<file path="src/rtl/uart_frame_sequencer_if.sv">
// Signal bundle between the frame sequencer and the board start/abort logic, the UART block and the NN core.
// Latency: none; wires only.
// Backpressure: none; hold_clk and nn_done are the only completion signals.
interface uart_frame_sequencer_if;
    logic        frame_req;
    logic        abort;
    logic        hold_clk;
    logic        nn_done;
    logic        recv_int;
    logic        send_int;
    logic [31:0] target_addr;
    logic        nn_start;
    logic        ram_sel;
    logic        busy;
    logic        frame_done;
    logic        err;
    logic [15:0] frame_count;

    modport master (
        input  frame_req,
        input  abort,
        input  hold_clk,
        input  nn_done,
        output recv_int,
        output send_int,
        output target_addr,
        output nn_start,
        output ram_sel,
        output busy,
        output frame_done,
        output err,
        output frame_count
    );

    modport slave (
        output frame_req,
        output abort,
        output hold_clk,
        output nn_done,
        input  recv_int,
        input  send_int,
        input  target_addr,
        input  nn_start,
        input  ram_sel,
        input  busy,
        input  frame_done,
        input  err,
        input  frame_count
    );
endinterface

</file>
<file path="src/rtl/uart_frame_sequencer.sv">
// Sequences one inference frame: UART receive of the image, NN run, UART transmit of the result; owns ram_sel.
// Latency: every transition and output is one registered edge; watchdog built only with UART_FRAME_SEQ_WDOG_EN.
// Backpressure: waits on hold_clk / nn_done; frame_req outside IDLE is dropped, abort always wins.
module uart_frame_sequencer #(
    parameter logic [31:0] IMG_BASE       = 32'd0,
    parameter logic [31:0] RES_BASE       = 32'd3136,
    parameter logic [15:0] ARM_CYCLES     = 16'd8,
    parameter logic [31:0] TIMEOUT_CYCLES = 32'd200_000_000
) (
    input  logic                    sys_clk,
    input  logic                    sys_rst_n,
    uart_frame_sequencer_if.master  bus
);

    typedef enum logic [2:0] {
        IDLE,
        RX_ARM,
        RX_RUN,
        NN_RUN,
        TX_ARM,
        TX_RUN,
        DONE,
        ERR
    } state_t;

    state_t      state;
    state_t      state_nxt;
    logic        recv_r;
    logic        recv_nxt;
    logic        send_r;
    logic        send_nxt;
    logic        nn_start_r;
    logic        nn_start_nxt;
    logic        ram_sel_r;
    logic        ram_sel_nxt;
    logic        busy_r;
    logic        frame_done_r;
    logic        frame_done_nxt;
    logic        err_r;
    logic        err_nxt;
    logic [31:0] addr_r;
    logic [31:0] addr_nxt;
    logic [15:0] frame_cnt;
    logic [15:0] frame_cnt_nxt;
    logic        wdog_trip;

    always_ff @(posedge sys_clk or negedge sys_rst_n) begin
        if (!sys_rst_n) begin
            state        <= IDLE;
            recv_r       <= 1'b0;
            send_r       <= 1'b0;
            nn_start_r   <= 1'b0;
            ram_sel_r    <= 1'b0;
            busy_r       <= 1'b0;
            frame_done_r <= 1'b0;
            addr_r       <= 32'd0;
            frame_cnt    <= 16'd0;
        end else begin
            state        <= state_nxt;
            recv_r       <= recv_nxt;
            send_r       <= send_nxt;
            nn_start_r   <= nn_start_nxt;
            ram_sel_r    <= ram_sel_nxt;
            busy_r       <= (state_nxt != IDLE);
            frame_done_r <= frame_done_nxt;
            addr_r       <= addr_nxt;
            frame_cnt    <= frame_cnt_nxt;
        end
    end

    always_comb begin
        state_nxt      = state;
        recv_nxt       = recv_r;
        send_nxt       = send_r;
        nn_start_nxt   = 1'b0;
        ram_sel_nxt    = ram_sel_r;
        frame_done_nxt = 1'b0;
        err_nxt        = err_r;
        addr_nxt       = addr_r;
        frame_cnt_nxt  = frame_cnt;

        case (state)
            IDLE: begin
                if (bus.frame_req) begin
                    state_nxt = RX_ARM;
                    recv_nxt  = 1'b1;
                    addr_nxt  = IMG_BASE;
                    err_nxt   = 1'b0;
                end
            end
            RX_ARM: begin
                if (bus.hold_clk) begin
                    state_nxt = RX_RUN;
                end
            end
            RX_RUN: begin
                // recv_int is held until the UART block drops hold_clk so it sees its own completion.
                if (!bus.hold_clk) begin
                    state_nxt    = NN_RUN;
                    recv_nxt     = 1'b0;
                    nn_start_nxt = 1'b1;
                    ram_sel_nxt  = 1'b1;
                end
            end
            NN_RUN: begin
                // RAM ownership swaps on the same edge: no gap between NN and UART access.
                if (bus.nn_done) begin
                    state_nxt   = TX_ARM;
                    ram_sel_nxt = 1'b0;
                    send_nxt    = 1'b1;
                    addr_nxt    = RES_BASE;
                end
            end
            TX_ARM: begin
                if (bus.hold_clk) begin
                    state_nxt = TX_RUN;
                end
            end
            TX_RUN: begin
                if (!bus.hold_clk) begin
                    state_nxt = DONE;
                    send_nxt  = 1'b0;
                end
            end
            DONE: begin
                state_nxt      = IDLE;
                frame_done_nxt = 1'b1;
                frame_cnt_nxt  = frame_cnt + 16'd1;
            end
            ERR: begin
                state_nxt = IDLE;
            end
            default: begin
                state_nxt = IDLE;
            end
        endcase

        // The watchdog only fires when the phase made no progress this cycle.
        if (wdog_trip && (state_nxt == state)) begin
            state_nxt    = ERR;
            recv_nxt     = 1'b0;
            send_nxt     = 1'b0;
            ram_sel_nxt  = 1'b0;
            nn_start_nxt = 1'b0;
            err_nxt      = 1'b1;
        end

        if (bus.abort) begin
            state_nxt      = IDLE;
            recv_nxt       = 1'b0;
            send_nxt       = 1'b0;
            ram_sel_nxt    = 1'b0;
            nn_start_nxt   = 1'b0;
            frame_done_nxt = 1'b0;
            err_nxt        = err_r;
            addr_nxt       = addr_r;
            frame_cnt_nxt  = frame_cnt;
        end
    end

`ifdef UART_FRAME_SEQ_WDOG_EN
    logic [31:0] phase_cnt;
    logic        arm_state;
    logic        run_state;

    assign arm_state = (state == RX_ARM) || (state == TX_ARM);
    assign run_state = (state == RX_RUN) || (state == NN_RUN) || (state == TX_RUN);
    assign wdog_trip = (arm_state && (phase_cnt == ({16'd0, ARM_CYCLES} - 32'd1))) ||
                       (run_state && (phase_cnt == (TIMEOUT_CYCLES - 32'd1)));

    always_ff @(posedge sys_clk or negedge sys_rst_n) begin
        if (!sys_rst_n) begin
            phase_cnt <= 32'd0;
        end else if ((state_nxt != state) || !(arm_state || run_state)) begin
            phase_cnt <= 32'd0;
        end else begin
            phase_cnt <= phase_cnt + 32'd1;
        end
    end

    always_ff @(posedge sys_clk or negedge sys_rst_n) begin
        if (!sys_rst_n) begin
            err_r <= 1'b0;
        end else begin
            err_r <= err_nxt;
        end
    end
`else
    logic unused_wdog_cfg;

    assign wdog_trip       = 1'b0;
    assign err_r           = 1'b0;
    assign unused_wdog_cfg = ^{ARM_CYCLES, TIMEOUT_CYCLES, err_nxt};
`endif

    assign bus.recv_int    = recv_r;
    assign bus.send_int    = send_r;
    assign bus.target_addr = addr_r;
    assign bus.nn_start    = nn_start_r;
    assign bus.ram_sel     = ram_sel_r;
    assign bus.busy        = busy_r;
    assign bus.frame_done  = frame_done_r;
    assign bus.err         = err_r;
    assign bus.frame_count = frame_cnt;

endmodule

</file>
<file path="src/flat_wrapper.sv">
// flat-port wrapper written by rule: the top's interface ports become plain ports
module uart_frame_sequencer_flat 
#(
    parameter logic [31:0] IMG_BASE       = 32'd0,
    parameter logic [31:0] RES_BASE       = 32'd3136,
    parameter logic [15:0] ARM_CYCLES     = 16'd8,
    parameter logic [31:0] TIMEOUT_CYCLES = 32'd200_000_000
)
  (sys_clk, sys_rst_n, bus_frame_req, bus_abort, bus_hold_clk, bus_nn_done, bus_recv_int, bus_send_int, bus_target_addr, bus_nn_start, bus_ram_sel, bus_busy, bus_frame_done, bus_err, bus_frame_count);
  uart_frame_sequencer_if bus_i ();
  input  logic sys_clk;
  input  logic sys_rst_n;
  input wire logic [$bits(bus_i.frame_req)-1:0] bus_frame_req;
  input wire logic [$bits(bus_i.abort)-1:0] bus_abort;
  input wire logic [$bits(bus_i.hold_clk)-1:0] bus_hold_clk;
  input wire logic [$bits(bus_i.nn_done)-1:0] bus_nn_done;
  output wire logic [$bits(bus_i.recv_int)-1:0] bus_recv_int;
  output wire logic [$bits(bus_i.send_int)-1:0] bus_send_int;
  output wire logic [$bits(bus_i.target_addr)-1:0] bus_target_addr;
  output wire logic [$bits(bus_i.nn_start)-1:0] bus_nn_start;
  output wire logic [$bits(bus_i.ram_sel)-1:0] bus_ram_sel;
  output wire logic [$bits(bus_i.busy)-1:0] bus_busy;
  output wire logic [$bits(bus_i.frame_done)-1:0] bus_frame_done;
  output wire logic [$bits(bus_i.err)-1:0] bus_err;
  output wire logic [$bits(bus_i.frame_count)-1:0] bus_frame_count;
  assign bus_i.frame_req = bus_frame_req;
  assign bus_i.abort = bus_abort;
  assign bus_i.hold_clk = bus_hold_clk;
  assign bus_i.nn_done = bus_nn_done;
  assign bus_recv_int = bus_i.recv_int;
  assign bus_send_int = bus_i.send_int;
  assign bus_target_addr = bus_i.target_addr;
  assign bus_nn_start = bus_i.nn_start;
  assign bus_ram_sel = bus_i.ram_sel;
  assign bus_busy = bus_i.busy;
  assign bus_frame_done = bus_i.frame_done;
  assign bus_err = bus_i.err;
  assign bus_frame_count = bus_i.frame_count;
  uart_frame_sequencer #(.IMG_BASE(IMG_BASE), .RES_BASE(RES_BASE), .ARM_CYCLES(ARM_CYCLES), .TIMEOUT_CYCLES(TIMEOUT_CYCLES)) u_core (.sys_clk(sys_clk), .sys_rst_n(sys_rst_n), .bus(bus_i));
endmodule
</file>
<file path="config.mk">
export PLATFORM = sky130hd
export DESIGN_NAME = uart_frame_sequencer_flat
export DESIGN_NICKNAME = d
export VERILOG_FILES = /design/src/rtl/uart_frame_sequencer_if.sv /design/src/rtl/uart_frame_sequencer.sv /design/src/flat_wrapper.sv
export SDC_FILE = /design/constraint.sdc
export NUM_CORES = 1
export LEC_CHECK = 0
export CORE_UTILIZATION = 42
export CTS_CLUSTER_DIAMETER = 30
export DETAILED_ROUTE_END_ITERATION = 10
export PLACE_DENSITY_LB_ADDON = 0.05
export SETUP_SLACK_MARGIN = 0.1
export SLEW_MARGIN = 10
export SYNTH_ARGS = -nofsm -noshare
export SYNTH_HDL_FRONTEND = slang
export SYNTH_SLANG_ARGS = --single-unit
</file>
<file path="constraint.sdc">
create_clock -name sys_clk -period 1.7 [get_ports sys_clk]
set_input_delay 0.17 -clock sys_clk [delete_from_list [all_inputs] [get_ports sys_clk]]
set_output_delay 0.17 -clock sys_clk [all_outputs]
set_load 0.005 [all_outputs]
</file>
-- Word-level counts from Yosys, hierarchy flattened
Index checks and enable logic that the tools add are counted.
- add/sub/neg operators: 1
- equal/unequal tests: 13
- mux-type cells: 27
- bitwise operators: 1
- reductions and logical operators: 12
- operators with widths (cell ; number):
    $mux 32 ; 2
    $pmux 32 s2 ; 1
    $mux 3 ; 7
    $pmux 3 s7 ; 1
    $add 16x1->16 const B ; 1
    $mux 1 ; 13
    $eq 3x3->1 const B ; 4
    $ne 3x3->1 const B ; 4
    $reduce_bool 3->1 ; 4
    $reduce_and 3->1 ; 3
    $eq 3x2->1 const B ; 2
    $pmux 1 s2 ; 3
    $ne 2x2->1 const B ; 2
    $reduce_and 4->1 ; 1
    $eq 3x1->1 const B ; 1
    $logic_not 3->1 ; 1
    $reduce_and 2->1 ; 1
    $reduce_bool 2->1 ; 1
    $reduce_or 2->1 ; 1
    $not 1->1 ; 1
- flip-flop bits (word level): 57
- input bits: 6
- output and inout port bits: 55
- logic and storage cells: 63

-- Logic depth before layout (Yosys ltp)
- word-level depth: 5
- gate-level depth with buffers: 6
- gate-level depth less buffers: 5

-- Worst setup path before layout
No wires, ideal clock.
- path kind: register to register
- start: reg u_core.state[0]
- end: reg u_core.frame_cnt[13], in the netlist u_core.bus.frame_count[13]
- library setup time: 0.124 ns
- arrival: 1.397 ns
- required time: 1.576 ns
- setup slack: 0.179 ns
- cell stages (with the launch flop): 7
- buffers on the path: 2
- clock period less this slack: 1.521 ns
- path through: dfrtp_1 buf_6 nand4bb_1 buf_6 nor4_4 nand2_1 xnor2_1
- longest elaborated chain between the ends: 2
- ends and longest elaborated chain (what ; line ; source):
    start: declaration ; uart_frame_sequencer.sv:26 ; state_t state;
    start signal: assignment ; uart_frame_sequencer.sv:59 ; state <= state_nxt;
    $eq 3x3->1 ; uart_frame_sequencer.sv:82 ; case (state)
    $reduce_and 2->1 (no line) ; - ;
    end signal: assignment ; uart_frame_sequencer.sv:67 ; frame_cnt <= frame_cnt_nxt;
    end: declaration ; uart_frame_sequencer.sv:43 ; logic [15:0] frame_cnt;
No other way between the ends.
A chain may end at the register's enable or synchronous reset.

-- Worst setup path in the final report
- start: reg u_core.state[0]
- end: reg u_core.frame_cnt[7], in the netlist u_core.bus.frame_count[7]
Same word-level chain as after synthesis.

==> out/metrics.cfg <==
[synth]
synthFlopType = dfrtp_1
netlist.area_leader.share_pct = 44.52
synth_compound_area_share_pct = 6.164
synth.top_cells.by_count = 32 x buf_4, 26 x dfrtp_1, 16 x nand2_1
avgSynthCellArea_um2 = 9.874
syn_inst = 148
synth_seq_cells = 26
yosysTopAreaCell = dfrtp_1
synthTopCellsByArea = dfrtp_1 45%, buf_4 16%, xnor2_1 7.2%, nand2_1 4.1%, xor2_1 2.4%
muxShareOfSynthArea_pct = 0
ys_types = 33
yosysSeqAreaShare_pct = 44.52
syn_area_mm2 = 0.001461
synth-simple-area-share_pct = 19.09
synth_adder_area_share_pct = 0.8562
yosys.area_share.xor_xnor_pct = 9.589
yosysMostFrequentCell = buf_4
yosysWarnings = 0
synth_edf_count = 0
synth_top_family_by_area = buffers and inverters
async_flop_share_pct = 100.0

[place]
port_buffers = 30
dpl.hpwl_um = 1729
dp_cells = 226
dpl_cell_area_mm2 = 0.001729
finalWeightedCongestion = 0.7945

[sta]
maxSlewViolCount = 0
min_period_ps = 1503
timing.setup.tns_ps = 0
maxClockFrequency_mhz = 665.2
finClkSkew_ps = 4.189
setup_viol = 0
fin_crit_sh_pct = 88.43
hold_violations = 0
rsz0062_at_grt = yes

[floorplan]
dieArea_mm2 = 0.003719
placeableCoreArea_mm2 = 0.003337
io_pins = 61
dieWidth_um = 60.99
fp.dieH_um = 60.99
start_util_pct = 43.79
rows = 21

[finish]
seqCellArea_um2 = 650.6
area_growth_pct = 22.77
multiInputGateArea_um2 = 639.4
nNetsFinal = 193
final_cell_area_mm2 = 0.001794
final_layout_size_suffix_gt1_share_pct = 10.27
nFillCells = 315
fin_util_pct = 53.77
finalNonFillerCells = 231
diodes = 0

[grt]
grt_max_degree = 27
grt_usage_pct = 13.21
antenna_found_initial = 0
grt_pass1_vias = 799
grt_pass1_wl_um = 3581
globalRouteOverflowTotal = 0

[clock_network]
hold_buffers = 0
cts_buffers = 3
htreeDepth = 1
clkLatencyLatePin_ps = 320
clk_pin_slew_ps = 150
clockBufferDepth = 2
cts.sinks = 26
cts_tree = built
root_buffer = clkbuf_4

[critical_path]
cp_slowest_stage_delay_ps = 430
path_max_fanout = 4
crit_arrival_ps = 1770
crit_path_frequent_cell = buf_4
cp-end-kind = flop
startpoint = u_core.state[0]$_DFF_PN0_
worstPathRequired_ps = 1970
startpoint_type = flop
r2r_cells = 5
r2r_slack_ps = 200
critPathSlowestCell = dfrtp_1
timing.rr.start = u_core.state[0]$_DFF_PN0_
r2r-end = u_core.bus.frame_count[7]$_DFFE_PN0P_
path_cells = nand4bb_1, buf_4, nor4_4, buf_4, xor2_1
path_class = flop to flop

[routing]
drt_iter0_markers = 25
wirelength_um = 2376
avgViaCountPerCell = 4.403
wl_per_cell_um = 10.29
vias = 1017
drc_errors = 0
drtPass1Iterations = 2
drtAntennaViolNets = 0

[pwr]
p_per_area_mw_per_mm2 = 692.3
p_leak_nw = 0.8614
vdd_drop_max_v = 0.0006225
finalPower_mw = 1.242

[run]
max_cap_viol_count = 0

[worst_hold_path]
hp-class = input port to async pin

[status]
status = completed

==> cells by family (layout without fill, tap and decap cells) <==
| kind of cell | Yosys count | count (layout) |
|---|---|---|
| adder cells (fa/ha/maj) | 1 | 1 |
| AO/OA/AOI/OAI | 14 | 14 |
| buffers and inverters | 40 | 48 |
| other | 1 | 30 |
| XOR/XNOR | 16 | 16 |
| AND/OR/NAND/NOR | 50 | 50 |
| flip-flops | 26 | 26 |
==> how the worst max path moves through the flow <==
stage                                                  end  slack [ps]
floorplan           u_core.bus.frame_count[13]$_DFFE_PN0P_         180
global placement     u_core.bus.frame_count[7]$_DFFE_PN0P_          20
detailed placement   u_core.bus.frame_count[7]$_DFFE_PN0P_          -4
CTS                  u_core.bus.frame_count[7]$_DFFE_PN0P_         160
global route         u_core.bus.frame_count[7]$_DFFE_PN0P_          90
finish               u_core.bus.frame_count[7]$_DFFE_PN0P_         200
==> routing by layer <==
metal | vias up | global-route usage (%) | part of all wire, %
met5 | - | 0 | 0
met4 | 0 | 3.571 | 0.80
met3 | 2 | 4.264 | 5.0
met2 | 28 | 20.41 | 47
met1 | 478 | 17.87 | 47
li1 | 509 | - | -
==> through the flow <==
stage | hold WS [ps] | setup slack [ps]
after floorplan | -125.6 | 179.3
after global placement | 463.2 | 21.83
after detailed placement | 472.7 | -3.725
after CTS | 181.5 | 159.3
after global routing | 199.8 | 86.84
final | 186.4 | 196.8
==> layout make-up <==
type | instances | share of cell area, %
clock buffer | 3 | 1.255
clock inverter | 1 | 1.674
inverter | 3 | 0.6276
multi-input combinational | 111 | 35.63
sequential | 26 | 36.26
tap | 46 | 3.208
timing repair buffer | 41 | 21.34
==> flip-flops by register name, summed over array words and instances (netlist names) <==
signal and count:
u_core.bus.recv_int 1, u_core.bus.ram_sel 1, u_core.bus.frame_count 16, u_core.bus.send_int 1
u_core.state 3, u_core.bus.nn_start 1, u_core.bus.busy 1, u_core.bus.frame_done 1
u_core.bus.target_addr 1
==> repair_timing <==
| action | CTS | global route |
|---|---|---|
| endpoints found under the hold margin | 0 | 0 |
| buffers inserted | 0 | 1 |
| endpoints found under the setup margin | 0 | 3 |
| gates resized for setup | 0 | 1 |
==> report_power, final <==
part           switching [mW]  total [mW]  leakage, nW  internal, mW
Sequential             0.0139       0.650        0.359         0.636
Clock                   0.193       0.432       0.0279         0.238
Combinational          0.0824       0.161        0.475        0.0783
==> layout by cell type (no fill, tap or decap) <==
cell type	count
conb_1	30
clkdlybuf4s50_1	30
dfrtp_1	26
nand2_1	16
xnor2_1	12
buf_4	11
nor2_1	9
a21oi_1	5
xor2_1	4
nand3_1	4
nand4_1	4
inv_1	3
and3_1	3
o21ai_0	3
clkbuf_4	3
nor2b_1	2
a221oi_1	2
nor3_1	2
a2111oi_0	1
a32oi_1	1
nand4bb_1	1
nand2b_1	1
nor4_1	1
and4_1	1
nor3_2	1
nand3b_1	1
and2_1	1
nor3_4	1
nor4_4	1
nand3_2	1
o31ai_1	1
o21a_1	1
ha_1	1
bufinv_16	1
==> critical path, delay by kind of cell (launching register included) <==
kind | cells | cell delay (ps)
AND/OR/NAND/NOR | 2 | 540
flip-flops | 1 | 430
buffers and inverters | 2 | 340
XOR/XNOR | 1 | 130
(Power assumes the default switching activity.)
